### config.mk
export PLATFORM = sky130hd
export DESIGN_NAME = uart_tx_scheduler
export DESIGN_NICKNAME = d
export VERILOG_FILES = /design/src/rtl/uart_tx_scheduler_pkg.sv /design/src/rtl/uart_tx_scheduler_rr_arbiter.sv /design/src/rtl/uart_tx_scheduler.sv
export SDC_FILE = /design/constraint.sdc
export NUM_CORES = 1
export LEC_CHECK = 0
export ABC_CLOCK_PERIOD_IN_PS = 3230
export CAP_MARGIN = 25
export CORE_ASPECT_RATIO = 1.2
export CORE_UTILIZATION = 40
export DETAILED_ROUTE_END_ITERATION = 6
export GPL_TIMING_DRIVEN = 1
export PLACE_DENSITY = 0.67
export SYNTH_ARGS = -nofsm -noshare
export SYNTH_HDL_FRONTEND = slang
export SYNTH_SLANG_ARGS = --single-unit
### constraint.sdc
create_clock -name clk -period 3.23 [get_ports clk]
set_input_delay 0.323 -clock clk [delete_from_list [all_inputs] [get_ports clk]]
set_output_delay 0.323 -clock clk [all_outputs]
set_load 0.01 [all_outputs]
### src/rtl/uart_tx_scheduler_pkg.sv
// Shared UART scheduler definitions: frame geometry defaults, parity codes and FSM encodings.
// The same constants are used by tx and the receiver so all ends agree on line timing.
package uart_tx_scheduler_pkg;

  localparam int unsigned DEF_NUM_REQ        = 4;
  localparam int unsigned DEF_DATA_BITS      = 8;
  localparam int unsigned DEF_COUNTS_PER_BIT = 434;
  localparam int unsigned DEF_FRAME_BITS     = 11;
  localparam int unsigned DEF_GAP_BITS       = 1;

  localparam logic [1:0] PARITY_NONE = 2'd0;
  localparam logic [1:0] PARITY_EVEN = 2'd1;
  localparam logic [1:0] PARITY_ODD  = 2'd2;

  typedef enum logic [0:0] {
    ST_IDLE = 1'b0,
    ST_HOLD = 1'b1
  } sched_state_t;

  // Cycles one launch occupies the line: frame plus trailing idle gap.
  function automatic int unsigned frame_len(input int unsigned counts_per_bit,
                                            input int unsigned frame_bits,
                                            input int unsigned gap_bits);
    return (frame_bits + gap_bits) * counts_per_bit;
  endfunction

endpackage

### src/rtl/uart_tx_scheduler_rr_arbiter.sv
// Combinational round-robin pick: first set request at or above the pointer, wrapping.
// The pointer register itself lives in the scheduler.
module rr_arbiter
  import uart_tx_scheduler_pkg::*;
#(
  parameter int unsigned N = DEF_NUM_REQ
) (
  input  logic [N-1:0]         req,
  input  logic [$clog2(N)-1:0] ptr,
  output logic [N-1:0]         grant,
  output logic [$clog2(N)-1:0] grant_idx,
  output logic                 valid
);

  localparam int unsigned IW = $clog2(N);

  int unsigned j;

  always_comb begin
    grant     = '0;
    grant_idx = '0;
    valid     = 1'b0;
    j         = 0;
    for (int unsigned i = 0; i < N; i++) begin
      j = (32'(ptr) + i) % N;
      if (!valid && req[j]) begin
        valid     = 1'b1;
        grant[j]  = 1'b1;
        grant_idx = IW'(j);
      end
    end
  end

endmodule

### src/rtl/uart_tx_scheduler.sv
// Round-robin scheduler sharing one UART transmitter among NUM_REQ byte producers.
// tx has no busy flag, so a local frame timer paces launches one frame (+gap) apart.
module uart_tx_scheduler
  import uart_tx_scheduler_pkg::*;
#(
  parameter int unsigned NUM_REQ        = DEF_NUM_REQ,
  parameter int unsigned DATA_BITS      = DEF_DATA_BITS,
  parameter int unsigned COUNTS_PER_BIT = DEF_COUNTS_PER_BIT,
  parameter int unsigned FRAME_BITS     = DEF_FRAME_BITS,
  parameter int unsigned GAP_BITS       = DEF_GAP_BITS
) (
  input  logic                           clk,
  input  logic                           rst,
  input  logic [NUM_REQ-1:0]             req,
  input  logic [NUM_REQ*DATA_BITS-1:0]   data_in,
  output logic [NUM_REQ-1:0]             ack,
  output logic [DATA_BITS-1:0]           tx_data,
  output logic                           tx_send,
  output logic [$clog2(NUM_REQ)-1:0]     grant_id,
  output logic                           busy
);

  localparam int unsigned L  = frame_len(COUNTS_PER_BIT, FRAME_BITS, GAP_BITS);
  localparam int unsigned TW = $clog2(L);
  localparam int unsigned IW = $clog2(NUM_REQ);
  localparam logic [TW-1:0] TIMER_LAST = TW'(L - 1);

  sched_state_t state;
  logic [TW-1:0] timer;
  logic [IW-1:0] ptr;

  logic [NUM_REQ-1:0]   win_onehot;
  logic [IW-1:0]        win_idx;
  logic                 win_valid;
  logic [DATA_BITS-1:0] win_byte;
  logic [IW-1:0]        ptr_next;

  rr_arbiter #(
    .N (NUM_REQ)
  ) u_arb (
    .req       (req),
    .ptr       (ptr),
    .grant     (win_onehot),
    .grant_idx (win_idx),
    .valid     (win_valid)
  );

  always_comb begin
    win_byte = '0;
    for (int unsigned i = 0; i < NUM_REQ; i++) begin
      if (win_onehot[i]) win_byte = data_in[i*DATA_BITS +: DATA_BITS];
    end
  end

  // Explicit wrap keeps the modulo correct when NUM_REQ is not a power of two.
  assign ptr_next = (win_idx == IW'(NUM_REQ - 1)) ? '0 : win_idx + IW'(1);

  always_ff @(posedge clk or negedge rst) begin
    if (!rst) begin
      state    <= ST_IDLE;
      timer    <= '0;
      ptr      <= '0;
      ack      <= '0;
      tx_data  <= '0;
      tx_send  <= 1'b0;
      grant_id <= '0;
      busy     <= 1'b0;
    end else begin
      case (state)
        ST_IDLE: begin
          ack     <= '0;
          tx_send <= 1'b0;
          busy    <= 1'b0;
          if (win_valid) begin
            tx_data  <= win_byte;
            ack      <= win_onehot;
            tx_send  <= 1'b1;
            grant_id <= win_idx;
            busy     <= 1'b1;
            timer    <= '0;
            ptr      <= ptr_next;
            state    <= ST_HOLD;
          end
        end
        ST_HOLD: begin
          ack     <= '0;
          tx_send <= 1'b0;
          if (timer == TIMER_LAST) begin
            timer <= '0;
            busy  <= 1'b0;
            state <= ST_IDLE;
          end else begin
            timer <= timer + TW'(1);
          end
        end
        default: begin
          state <= ST_IDLE;
        end
      endcase
    end
  end

endmodule

Word level (Yosys, flattened, before mapping):

Index checks and enable logic that the tools add are counted.

* logic and storage cells: 84
* bits of input ports: 38
* output and inout bits: 16
* flip-flop bits (word level): 32

* equal/unequal tests: 4
* muxes and demuxes: 44
* magnitude comparators: 8
* bitwise operators: 4
* add/subtract/negate cells: 5
* reductions and logical operators: 11

Operators by type and width (number)
* $mux 8: 4
* $mux 13: 2
* $pmux 13 s2: 1
* $mux 4: 5
* $mux 1: 15
* $add 13x1->13 const B: 1
* $eq 13x13->1 const B: 1
* $lt 2x3->1 const B: 4
* $or 4x4->4: 3
* $mux 2: 5
* $bmux 1 s2: 4
* $demux 1 s2: 4
* $ge 2x1->1 const B: 4
* $pmux 4 s2: 1
* $logic_and 1x1->1: 7
* $pmux 1 s2: 3
* $add 2x1->2 const B: 2
* $add 2x2->2 const B: 2
* $ne 2x1->1 const B: 2
* $logic_not 1->1: 3
* $eq 2x2->1 const B: 1
* $reduce_and 2->1: 1
* $not 1->1: 1

Depth between registers and ports, before layout:

* word-level depth: 16
* gate-level depth with buffers: 12
* gate-level depth less buffers: 8

Modules after synthesis:

From an unflattened synthesis, not the netlist that was laid out.

* cell total of the unflattened synthesis: 225
* area, all modules: 2074.5 µm²

Modules (own cells, without submodules)
* uart_tx_scheduler: seq. area each 800.8 µm², cells an instance 180, instances 1, area each 1652.8 µm²
* rr_arbiter: seq. area each 0.0 µm², cells an instance 45, instances 1, area each 421.7 µm²

Worst setup path after synthesis:

No wires, ideal clock.

* path type: register to register
* start point: register with a tool-made name
* end point: register tx_data[5]
* buffers on the path: 3
* arrival time: 2792 ps
* period minus slack after synthesis: 2922 ps
* slack: 308 ps
* data required time: 3101 ps
* cell stages (with the launch flop): 11
* setup time: 129 ps
* cell sequence: dfrtp_1 -> buf_6 -> clkbuf_1 -> inv_1 -> ha_1 -> buf_2 -> mux4_2 -> a221o_1 -> o22a_2 -> a311oi_1 -> o31ai_1

RTL lines
* to (signal assigned): RTL line uart_tx_scheduler.sv:75 `tx_data <= win_byte;`
* to (decl): RTL line uart_tx_scheduler.sv:17 `output logic [DATA_BITS-1:0] tx_data,`

==> run metrics <==
outcome=finished with violations; violated checks=design-rule violations; crit path capture type=register; post-CTS setup buffer count=0; Non-Filler Instances=351; Startpoint Class=register; RSZ-0062 raised after global routing=no; fin util=0.548; first-pass GRT wire length=9270 um; Overflow after GRT=0; DRT Pass-1 Iters=6; met2 usage=0.310; Placed Area=2820 um2; H-tree levels=2; Die Wd=70.5 um; Most Crowded Layer GR=met2; Setup Skew=0.00302 ns; TNS Setup=0 ns; Synth top area share=0.356; Worst-Margin Slew=0.536 ns; commonest non-fill, non-tap cell in the layout=clkdlybuf4s50_1; CP Class=reg -> reg; Synth Warn #=0; diode count=0; Synth area leaders=dfrtp_1 (36%), ha_1 (4.4%), mux4_2 (4.0%); worst-path maximum fanout=9; Fill cells=474; GR Util met3=0.0324; initial antenna violation count=0; ys async rst share=1.00; Crit path arrival time=2.90 ns; dpl cells=343; Root Buffer=clkbuf_8; DRC Markers=6; Leakage=1.20 nW; largest area contributor in the netlist=dfrtp_1; Post-Syn Nets=283; vias=2024; CTS tree=done; worst path required time=3.39 ns; Slew HR=0.640; final instance area=2940 um2; Worst-path clk slew=0.07 ns; reg-to-reg endpoint=tx_data[6]; pre-CTS setup slack=0.277 ns; fin. max-slew vios=0; Post-CTS Hold Fix Bufs=0; Hold Crit Class=in -> async; nets=334; clk_lat worst skew=0.28 ns; TritonCTS buffer count=5; crit path to=tx_data[6]; Fin. Hold Viols=0; hold_ws=0.438 ns; Total GRT Usage=0.194; Synth Flop Type=dfrtp_1; Detail Route Antenna Nets=0; crit-path max cell delay=0.46 ns; IO Port Bufs=53; final WL=5430 um; layout cell share with drive strength beyond 1=0.131; worst-path cell chain=inv_1, ha_1, mux4_2, nor4_1, or2_1, inv_1, nand2_2, o31ai_1; Worst path slowest cell=ha_1; register area share after synthesis=0.356; number of distinct library cells after synthesis=58; post-detail-place hpwl=4130 um; Avg Vias per Cell=5.77; maximum number of pins on one net before global-route repair=33; Pwr Total=1.20 mW; FF+latch count, synth=32; vias in the first global route=1888; Synth Cell Area=2250 um2; achievable frequency=364 MHz; post-synthesis instance total=237; EDFF count, synth=0; final setup vio count=0; Die Area=5930 um2; average cell area after synthesis=9.50 um2; Max clock buf depth=2; met1 usage=0.271; FF-to-FF path depth=8; IO Count=54; final worst setup slack=0.486 ns; PD cells=409 nW/um2; CP most frequent cell=inv_1; clk sink count=32; Initial Utilization=0.419; Core Region=5370 um2; most frequent cells in the layout=clkdlybuf4s50_1 (53), dfrtp_1 (32), nand2_1 (22); max_cap viols=0; Max VDD drop=0.247 mV; # resized after CTS=0; period utilization=0.850; reg2reg setup slack=0.49 ns; initial drt markers=117; die height=84.2 um; synthesis-to-finish area growth=30.7%; row cnt=29; minimum clock period=2.74 ns; gpl congestion=0.921; wire length per cell=15.5 um
## layer usage
metal  share of wire  vias to the layer above  routed length [um]
met2            0.50                       47                2740
li1                -                      998                   -
met1            0.45                      975                2430
met3           0.039                        4                 214
met5               0                        -                   0
met4          0.0085                        0                  46
## worst max-delay path, delay by kind of cell (launching register included)
kind                       cells  cell delay (ns)
adders and majority gates      1             0.46
AOI/OAI and AO/OA              1             0.11
buffers and inverters          2             0.29
muxes                          1             0.43
and+or+nand+nor                3             0.96
DFF                            1             0.36
## logic make-up after synthesis
logic type,synth area share
AND/OR/NAND/NOR,0.190
AO/OA/AOI/OAI,0.285
flip-flops,0.356
adder cells (fa/ha/maj),0.0445
XOR/XNOR,0.00778
multiplexers,0.0628
buffers and inverters,0.0539
## worst min path at each step
| stage | startpoint | to | cells after the start |
|---|---|---|---|
| 5_1_grt | rst | timer[3] | 2 |
| 3_3_place_gp | busy | busy | 2 |
| 2_1_floorplan | rst | asynchronous set/reset pin | 0 |
| 3_5_place_dp | busy | busy | 2 |
| 4_1_cts | rst | timer[4] | 2 |
| 6_report | rst | timer[8] | 2 |
## report_power, final
part	leakage, nW	internal [mW]	switching, mW
sequential	0.402	0.416	0.00968
clock	0.0645	0.272	0.146
combinational	0.728	0.170	0.189
total	1.20	0.858	0.345
## synth_stat cells (all sizes together), types with 3 or more instances
cell,number
mux2i,4
ha,8
a31oi,4
a22oi,8
nand4,5
a21oi,11
o22ai,3
buf,11
a311oi,8
o21ai,22
nand2,23
dfrtp,32
nand3,4
clkbuf,5
and3,8
nor2,21
nand2b,4
o31ai,11
inv,7
mux4,4
## state kept, by name, indices dropped and copies added (netlist names), named ones only
| name | cells |
|---|---|
| state | 1 |
| grant_id | 2 |
| ptr | 1 |
| busy | 1 |
| tx_data | 8 |
| ack | 4 |
| tx_send | 1 |
| timer | 13 |
## final cells by class
type | count | area [um2] | area share
clock buffers | 7 | 96.3 | 0.0327
clock inverters | 1 | 30.0 | 0.0102
inverters | 7 | 26.3 | 0.00893
multi-input cells | 182 | 1330 | 0.452
flip-flops and latches | 32 | 801 | 0.272
well taps | 62 | 77.6 | 0.0264
repair buffers | 60 | 583 | 0.198
(Power assumes the default switching activity.)
